===== src/rtl/mux4x1_arbiter.sv =====
// Round-robin arbiter sharing one serial line among four requesters.
// Each grant owns the line for FRAME_LEN cycles; data_out is the gated 4:1 mux.
module mux4x1_arbiter #(
  parameter int FRAME_LEN = 8,
  parameter int CNT_W     = 8
) (
  input  logic       clk,
  input  logic       reset,
  input  logic [3:0] req,
  input  logic [3:0] data_in,
  output logic [3:0] grant,
  output logic [1:0] sel,
  output logic       busy,
  output logic       done,
  output logic       data_out
);

  localparam logic [CNT_W-1:0] LOAD = CNT_W'(FRAME_LEN - 1);

  typedef enum logic {IDLE, SERVE} state_e;

  state_e            state_q, state_d;
  logic [3:0]        grant_q, grant_d;
  logic [1:0]        sel_q, sel_d;
  logic              busy_q, busy_d;
  logic [CNT_W-1:0]  cnt_q, cnt_d;
  logic [1:0]        last_q, last_d;

  logic [1:0]        base;
  logic [1:0]        idx;
  logic [1:0]        winner;
  logic              found;
  logic              frame_end;

  assign frame_end = busy_q && (cnt_q == '0);

  // At a frame end the just-served index becomes "last" for this search.
  always_comb begin
    base   = (state_q == SERVE) ? sel_q : last_q;
    idx    = 2'd0;
    winner = 2'd0;
    found  = 1'b0;
    for (int i = 1; i <= 4; i++) begin
      idx = base + 2'(i);
      if (!found && req[idx]) begin
        found  = 1'b1;
        winner = idx;
      end
    end
  end

  always_comb begin
    state_d = state_q;
    grant_d = grant_q;
    sel_d   = sel_q;
    busy_d  = busy_q;
    cnt_d   = cnt_q;
    last_d  = last_q;
    case (state_q)
      IDLE: begin
        if (found) begin
          state_d = SERVE;
          grant_d = 4'b0001 << winner;
          sel_d   = winner;
          busy_d  = 1'b1;
          cnt_d   = LOAD;
        end
      end
      SERVE: begin
        if (cnt_q != '0) begin
          cnt_d = cnt_q - 1'b1;
        end else begin
          last_d = sel_q;
          if (found) begin
            grant_d = 4'b0001 << winner;
            sel_d   = winner;
            cnt_d   = LOAD;
          end else begin
            state_d = IDLE;
            grant_d = 4'b0000;
            busy_d  = 1'b0;
          end
        end
      end
      default: state_d = IDLE;
    endcase
  end

  always_ff @(posedge clk) begin
    if (reset) begin
      state_q <= IDLE;
      grant_q <= 4'b0000;
      sel_q   <= 2'd0;
      busy_q  <= 1'b0;
      cnt_q   <= '0;
      last_q  <= 2'd3;
    end else begin
      state_q <= state_d;
      grant_q <= grant_d;
      sel_q   <= sel_d;
      busy_q  <= busy_d;
      cnt_q   <= cnt_d;
      last_q  <= last_d;
    end
  end

  assign grant    = grant_q;
  assign sel      = sel_q;
  assign busy     = busy_q;
  assign done     = frame_end;
  assign data_out = busy_q & data_in[sel_q];

endmodule


===== config.mk =====
export PLATFORM = sky130hd
export DESIGN_NAME = mux4x1_arbiter
export DESIGN_NICKNAME = d
export VERILOG_FILES = /design/src/rtl/mux4x1_arbiter.sv
export SDC_FILE = /design/constraint.sdc
export NUM_CORES = 1
export LEC_CHECK = 0
export ABC_CLOCK_PERIOD_IN_PS = 1900
export BUFFER_PORTS_ARGS = -buffer_cell sky130_fd_sc_hd__buf_2
export CORE_MARGIN = 1.5
export CORE_UTILIZATION = 48
export DETAILED_ROUTE_END_ITERATION = 8
export HOLD_SLACK_MARGIN = 0.08
export PLACE_DENSITY = 0.72
export SYNTH_ARGS = -nofsm -noshare
export SYNTH_HDL_FRONTEND = slang
export SYNTH_SLANG_ARGS = --single-unit

===== constraint.sdc =====
create_clock -name clk -period 1.9 [get_ports clk]
set_input_delay 0.19 -clock clk [delete_from_list [all_inputs] [get_ports clk]]
set_output_delay 0.19 -clock clk [all_outputs]
set_load 0.03 [all_outputs]

==> results of run 1 <==
[area by class of cell]
cell class / instances / area [um2]
clock buffers: 4 / 36.28
fillers: 183 / 772.0
inverters: 8 / 30.03
multi-input cells: 82 / 640.6
flip-flops and latches: 18 / 361.6
well taps: 27 / 33.78
repair buffers: 23 / 127.6
[per-stage QoR]
step / cell area (um2) / worst slack [ps] / cells
after floorplan: 1037 / 73.08 / 112
after global placement: 1174 / 112.9 / 158
after detailed placement: 1174 / 55.88 / 158
after CTS: 1210 / 30.62 / 162
after global routing: 1230 / 15.82 / 162
final: 1230 / 99.11 / 162
[kinds of logic (layout without fill, tap and decap cells)]
| kind of cell | count (synthesis) | after routing | share of synthesized area |
|---|---|---|---|
| simple gates | 36 | 36 | 0.2196 |
| compound gates | 34 | 34 | 0.2485 |
| flops | 18 | 18 | 0.3474 |
| buf+inv | 12 | 35 | 0.05307 |
| mux | 7 | 7 | 0.08202 |
| xor+xnor | 3 | 3 | 0.02534 |
| fa+ha+maj | 2 | 2 | 0.02412 |
[flip-flops by register name (all words and copies together), names as in the netlist]
register,flops
sel,2
busy,1
grant,4
cnt_q,8
last_q,2
state_q,1
[critical path, delay by kind of cell (launching register included)]
family	cells	cell delay [ps]
flip-flops	1	390
buffers and inverters	3	380
AND/OR/NAND/NOR	2	340
adder cells (fa/ha/maj)	1	200
[Yosys cell counts, types with 2 or more instances]
master and count:
dfxtp_1 18, inv_1 8, nor2_1 7, a21oi_1 6
o21ai_0 5, mux2i_1 4, nor3_1 4, o32ai_1 4
nand2_1 3, nand2b_1 3, nor3b_1 3, xor2_1 3
a211oi_1 2, buf_2 2, ha_1 2, mux2_2 2
nand3_1 2, nor2b_1 2, o211ai_1 2, o31ai_1 2
or4_4 2
[power by group through the flow]
stage	registers, mW	clock network (mW)	logic [mW]
final	0.448	0.240	0.272
after global routing	0.454	0.263	0.297
after CTS	0.446	0.249	0.264
after detailed placement	0.454	0	0.263
after global placement	0.452	0	0.259
after floorplan	0.472	0	0.168
[routing by layer]
metal	vias to the layer above	global-route usage	wire length [um]
met5	-	0	0
met4	0	0.08333	35
met3	2	0.03030	111
met2	24	0.2950	916
met1	423	0.2644	1074
li1	476	-	-
[worst min path at each step]
stage | to | cells after the start
2_1_floorplan | state_q$_SDFF_PP0_ | 2
3_3_place_gp | grant[3]$_SDFFE_PP0P_ | 2
5_1_grt | cnt_q[4]$_SDFF_PP0_ | 2
3_5_place_dp | grant[3]$_SDFFE_PP0P_ | 2
6_report | cnt_q[4]$_SDFF_PP0_ | 2
4_1_cts | cnt_q[4]$_SDFF_PP0_ | 2
==> metrics.md, run 1 <==
| Metric | Value |
|---|---|
| Predominant post-synthesis flop cell | `dfxtp_1` |
| Area leader, netlist | `dfxtp_1` |
| First-pass GRT wire length | `3636 um` |
| R2r endpoint | `grant[1]$_SDFFE_PP0P_` |
| Arr. time, crit path | `1610 ps` |
| Syn avg cell area | `9.261 um2` |
| Vert. Die Dim | `49.49 um` |
| CP startpoint | `cnt_q[0]$_SDFF_PP0_` |
| Worst setup SP type | `flop` |
| Largest net degree at the start of global routing | `14` |
| Buffers added on ports | `18` |
| Residual DRC | `0` |
| Relative slew slack | `0.6704` |
| RSZ-0062 raised after global routing | `no` |
| Hold Crit Class | `in -> reg` |
| Clock root cell | `clkbuf_4` |
| Clock share of power | `0.250` |
| PnR Total Power | `0.9599 mW` |
| Final min period | `1801 ps` |
| R2r worst-path depth | `4` |
| Peak Freq | `555.3 MHz` |
| I/O Pins | `19` |
| Crit. End Element | `output port` |
| Antenna fix cells | `0` |
| # Max-Cap Violations | `0` |
| WHS | `166.3 ps` |
| Slowest CP cell | `dfxtp_1` |
| Core Region | `2002 um2` |
| NetSw | `0.3122 mW` |
| Clk sinks | `18` |
| All-Layer GR Usage | `0.1911` |
| Max clock buf depth | `2` |
| Synthesis-stage register bit count | `18` |
| Synth top area cells | `dfxtp_1 35%, mux2i_1 3.9%, o32ai_1 3.4%` |
| Tcrit/Tclk final | `0.9478` |
| Final Hold Fails | `0` |
| CTS resizes | `0` |
| Most frequent cells in the layout | `18 x buf_2, 17 x dfxtp_1, 8 x inv_1, 7 x nor2_1, 6 x a21oi_1` |
| Yosys cell types | `47` |
| Gpl congestion | `0.8550` |
| Die Area | `2449 um2` |
| CP required | `1710 ps` |
| Synthesized area | `1037 um2` |
| Area growth, synth to finish | `18.58%` |
| Worst setup endpoint | `done` |
| Post-synth ARST share | `0` |
| Via count | `925` |
| DR vias/cell | `5.710` |
| Vias in the first global route | `837` |
| Commonest non-fill, non-tap cell in the layout | `buf_2` |
| Final TNS setup | `0 ps` |
| Mapped Nets | `124` |
| Remaining global-route overflow | `0` |
| Crit-path max FO | `4` |
| Die span in x | `49.49 um` |
| Final nets | `148` |
| CTS Buf Count | `3` |
| Final core utilization | `0.6144` |
| Detailed placement HPWL | `1599 um` |
| Int Pwr | `0.6477 mW` |
| 1st-iter DRT viols | `16` |
| Pins Over Slew Limit | `0` |
| CTS tree | `built` |
| Reg clk slew, reported paths | `100 ps` |
| Initial cell density of the core | `0.5181` |
| PD cells | `780.4 nW/um2` |
| Worst skew pair latency | `300 ps` |
| Ys Warns | `0` |
| CP Cell Sequence | `inv_1 -> ha_1 -> nor3b_2 -> buf_4 -> and3_1 -> buf_2` |
| Flop pwr share | `0.466` |
| Status | `finished clean` |
| Final setup fails | `0` |
| Final Skew | `1.430 ps` |
| Comb pwr share | `0.283` |
| Number of synthesized flops with an enable pin | `0` |
| Min-Delay Startpoint | `reset` |
| Peak VDD IR | `0.0005110 V` |
| Reg2reg setup slack | `150 ps` |
| Setup bufs post-CTS | `0` |
| Origin of the critical flop-to-flop path | `state_q$_SDFF_PP0_` |
| Switching Fraction | `0.3253` |
| 1st-pass router iterations | `4` |
| CP Class | `reg -> out` |
| Routed WL | `2137 um` |
| Mapped Cells | `112` |
| Initial antenna violation count | `0` |
| Max stage delay on crit path | `390 ps` |
| ANT nets after route | `0` |
| Ratio of cells with drive above 1 in the final layout | `0.3111` |
| Avg WL per Cell | `13.19 um` |
| # H-tree levels | `1` |
| # rows | `16` |
| Yosys top cell area share | `0.3474` |
| Register area share after synthesis | `0.3474` |
| Least-Margin Pin Slew | `493.8 ps` |
| Hold buffer count at cts | `0` |
| Leakage | `0.5053 nW` |
Power figures use the tool's default switching activity.
==> run 2: changes to the inputs <==
--- a/config.mk
+++ b/config.mk
@@ -7,11 +7,12 @@
 export LEC_CHECK = 0
 export ABC_CLOCK_PERIOD_IN_PS = 1900
 export BUFFER_PORTS_ARGS = -buffer_cell sky130_fd_sc_hd__buf_2
-export CORE_MARGIN = 1.5
+export CORE_MARGIN = 4
 export CORE_UTILIZATION = 48
 export DETAILED_ROUTE_END_ITERATION = 8
 export HOLD_SLACK_MARGIN = 0.08
 export PLACE_DENSITY = 0.72
+export SKIP_CTS_REPAIR_TIMING = 1
 export SYNTH_ARGS = -nofsm -noshare
 export SYNTH_HDL_FRONTEND = slang
 export SYNTH_SLANG_ARGS = --single-unit
==> metrics.md, run 2 (synthesized netlist as in run 1, its figures left out) <==
| Metric | Value |
|---|---|
| Status | `finished clean` |
| Tcrit/Tclk final | `0.9468 (-0.001007)` |
| Hold Crit Class | `in -> reg` |
| Initial antenna violation count | `0 (unchanged)` |
| Met2 routed WL | `1092 um (+19%)` |
| Most flops, register | `cnt_q` |
| Crit-path max FO | `4 (unchanged)` |
| 1st-pass router iterations | `4 (unchanged)` |
| Largest net degree at the start of global routing | `14 (unchanged)` |
| Slowest CP cell | `dfxtp_1` |
| Die Area | `2969 um2 (+21%)` |
| Top Metal Used | `met3` |
| Core Region | `2002 um2 (unchanged)` |
| Final nets | `149 (+0.68%)` |
| I/O Pins | `19 (unchanged)` |
| CTS Buf Count | `3 (unchanged)` |
| 1st-iter DRT viols | `8 (-8)` |
| Buf/Inv on CP | `3 (unchanged)` |
| Reg clk slew, reported paths | `100 ps (about the same)` |
| Final min period | `1799 ps (-1.913 ps)` |
| Crit path max-delay family | `buffers and inverters` |
| Avg WL per Cell | `14.18 um (+7.5%)` |
| Met3 Wirelength | `98 um (-12%)` |
| Antenna fix cells | `0 (unchanged)` |
| Die span in x | `54.49 um (+10%)` |
| Crit. End Element | `output port` |
| Via count | `937 (+1.3%)` |
| Buffers added on ports | `18 (unchanged)` |
| Met1 wire length | `1120 um (+4.3%)` |
| Routed WL | `2311 um (+8.1%)` |
| Peak VDD IR | `0.0005429 V (+6.3%)` |
| All-Layer GR Usage | `0.1772 (-0.01395)` |
| Least-Margin Pin Slew | `471.5 ps (-22.27 ps)` |
| CP Class | `reg -> out` |
| Clock root cell | `clkbuf_4` |
| Worst skew pair latency | `300 ps (about the same)` |
| Initial cell density of the core | `0.5181 (unchanged)` |
| CP Cell Sequence | `inv_1 -> ha_1 -> nor3b_4 -> buf_4 -> and3_1 -> buf_2` |
| Vias in the first global route | `887 (+6.0%)` |
| Max reg flops | `8 (unchanged)` |
| ANT nets after route | `0 (unchanged)` |
| PD cells | `776.7 nW/um2 (-0.48%)` |
| Final Hold Fails | `0 (unchanged)` |
| Max clock buf depth | `2 (unchanged)` |
| Peak Freq | `555.9 MHz (+0.11%)` |
| Leakage | `0.5162 nW (+2.1%)` |
| Residual DRC | `0 (unchanged)` |
| Arr. time, crit path | `1610 ps (about the same)` |
| Area growth, synth to finish | `20.75%` |
| CP required | `1710 ps (about the same)` |
| Relative slew slack | `0.6852 (+0.01487)` |
| Worst setup SP type | `flop` |
| Detailed placement HPWL | `1735 um (+8.5%)` |
| Gpl congestion | `0.7497 (-12%)` |
| Clk sinks | `18 (unchanged)` |
| # H-tree levels | `1 (unchanged)` |
| Final core utilization | `0.6256 (+0.01125)` |
| Remaining global-route overflow | `0 (unchanged)` |
| Max stage delay on crit path | `380 ps (about the same)` |
| First-pass GRT wire length | `3822 um (+5.1%)` |
| Final setup fails | `0 (unchanged)` |
| DR vias/cell | `5.748 (+0.68%)` |
| Pins Over Slew Limit | `0 (unchanged)` |
| Final TNS setup | `0 ps (unchanged)` |
| Vert. Die Dim | `54.49 um (+10%)` |
| Commonest non-fill, non-tap cell in the layout | `buf_2` |
| Final Skew | `6.445 ps (+5.015 ps)` |
| Most frequent cells in the layout | `18 x buf_2, 17 x dfxtp_1, 8 x inv_1, 7 x nor2_1` |
| # Max-Cap Violations | `0 (unchanged)` |
| # rows | `16 (unchanged)` |
| Ratio of cells with drive above 1 in the final layout | `0.3162 (+0.005065)` |
| CTS tree | `built` |
[run 2: changes by cell type in the layout (fill, tap and decap cells not counted)]
cell / previous run / this run
buf_4: 5 / 6
nor3b_2: 1 / 0
nor3b_4: 0 / 1
nor4_2: 1 / 0
nor4_4: 0 / 1
[run 2: metal layers]
layer / vias up / GRT usage
li1: 475 / -
met1: 445 / 0.2322
met2: 17 / 0.2888
met3: 0 / 0.04905
met4: 0 / 0.03734
met5: - / 0
[run 2: path summary, 6_finish.rpt]
kind                    startpoint                    end  slack (ps)  depth (start not counted)
max            cnt_q[0]$_SDFF_PP0_                   done         100                          6
max reg2reg    cnt_q[0]$_SDFF_PP0_    cnt_q[2]$_SDFF_PP0_         130                          6
min reg2reg  grant[0]$_SDFFE_PP0P_  grant[0]$_SDFFE_PP0P_         460                          2
min                          reset    cnt_q[4]$_SDFF_PP0_         180                          2
[run 2: worst register-to-register path: stages, from the launching register on]
cell     delay, ps
dfxtp_1        350
inv_1           80
ha_1           180
or3b_4         420
o21ai_4        150
mux2_2         350
o21a_1         160
[run 2: through the flow]
stage | worst slack, ps | instance area [um2] | power, mW | std cells | hold WS, ps
2_1_floorplan | 73.08 | 1037 | 0.6400 | 112 | 365.4
3_3_place_gp | 114.2 | 1181 | 0.7124 | 159 | 442.1
3_5_place_dp | 49.89 | 1181 | 0.7213 | 159 | 444.3
4_1_cts | 33.89 | 1217 | 0.9603 | 163 | 163.2
5_1_grt | -7.189 | 1252 | 1.029 | 163 | 168.1
6_report | 101.0 | 1252 | 0.9728 | 163 | 181.3
[run 2: layout make-up]
class / count / area [um2]
repair buffers: 24 / 135.1
flip-flops and latches: 18 / 361.6
well taps: 27 / 33.78
clock buffers: 4 / 36.28
fillers: 176 / 749.5
multi-input cells: 82 / 655.6
inverters: 8 / 30.03
[run 2: power by group]
| part | internal [mW] | leakage [nW] | switching, mW | total (mW) |
|---|---|---|---|---|
| registers | 0.408 | 0.148 | 0.0408 | 0.449 |
| logic | 0.128 | 0.347 | 0.154 | 0.282 |
| clock network | 0.117 | 0.0210 | 0.125 | 0.242 |
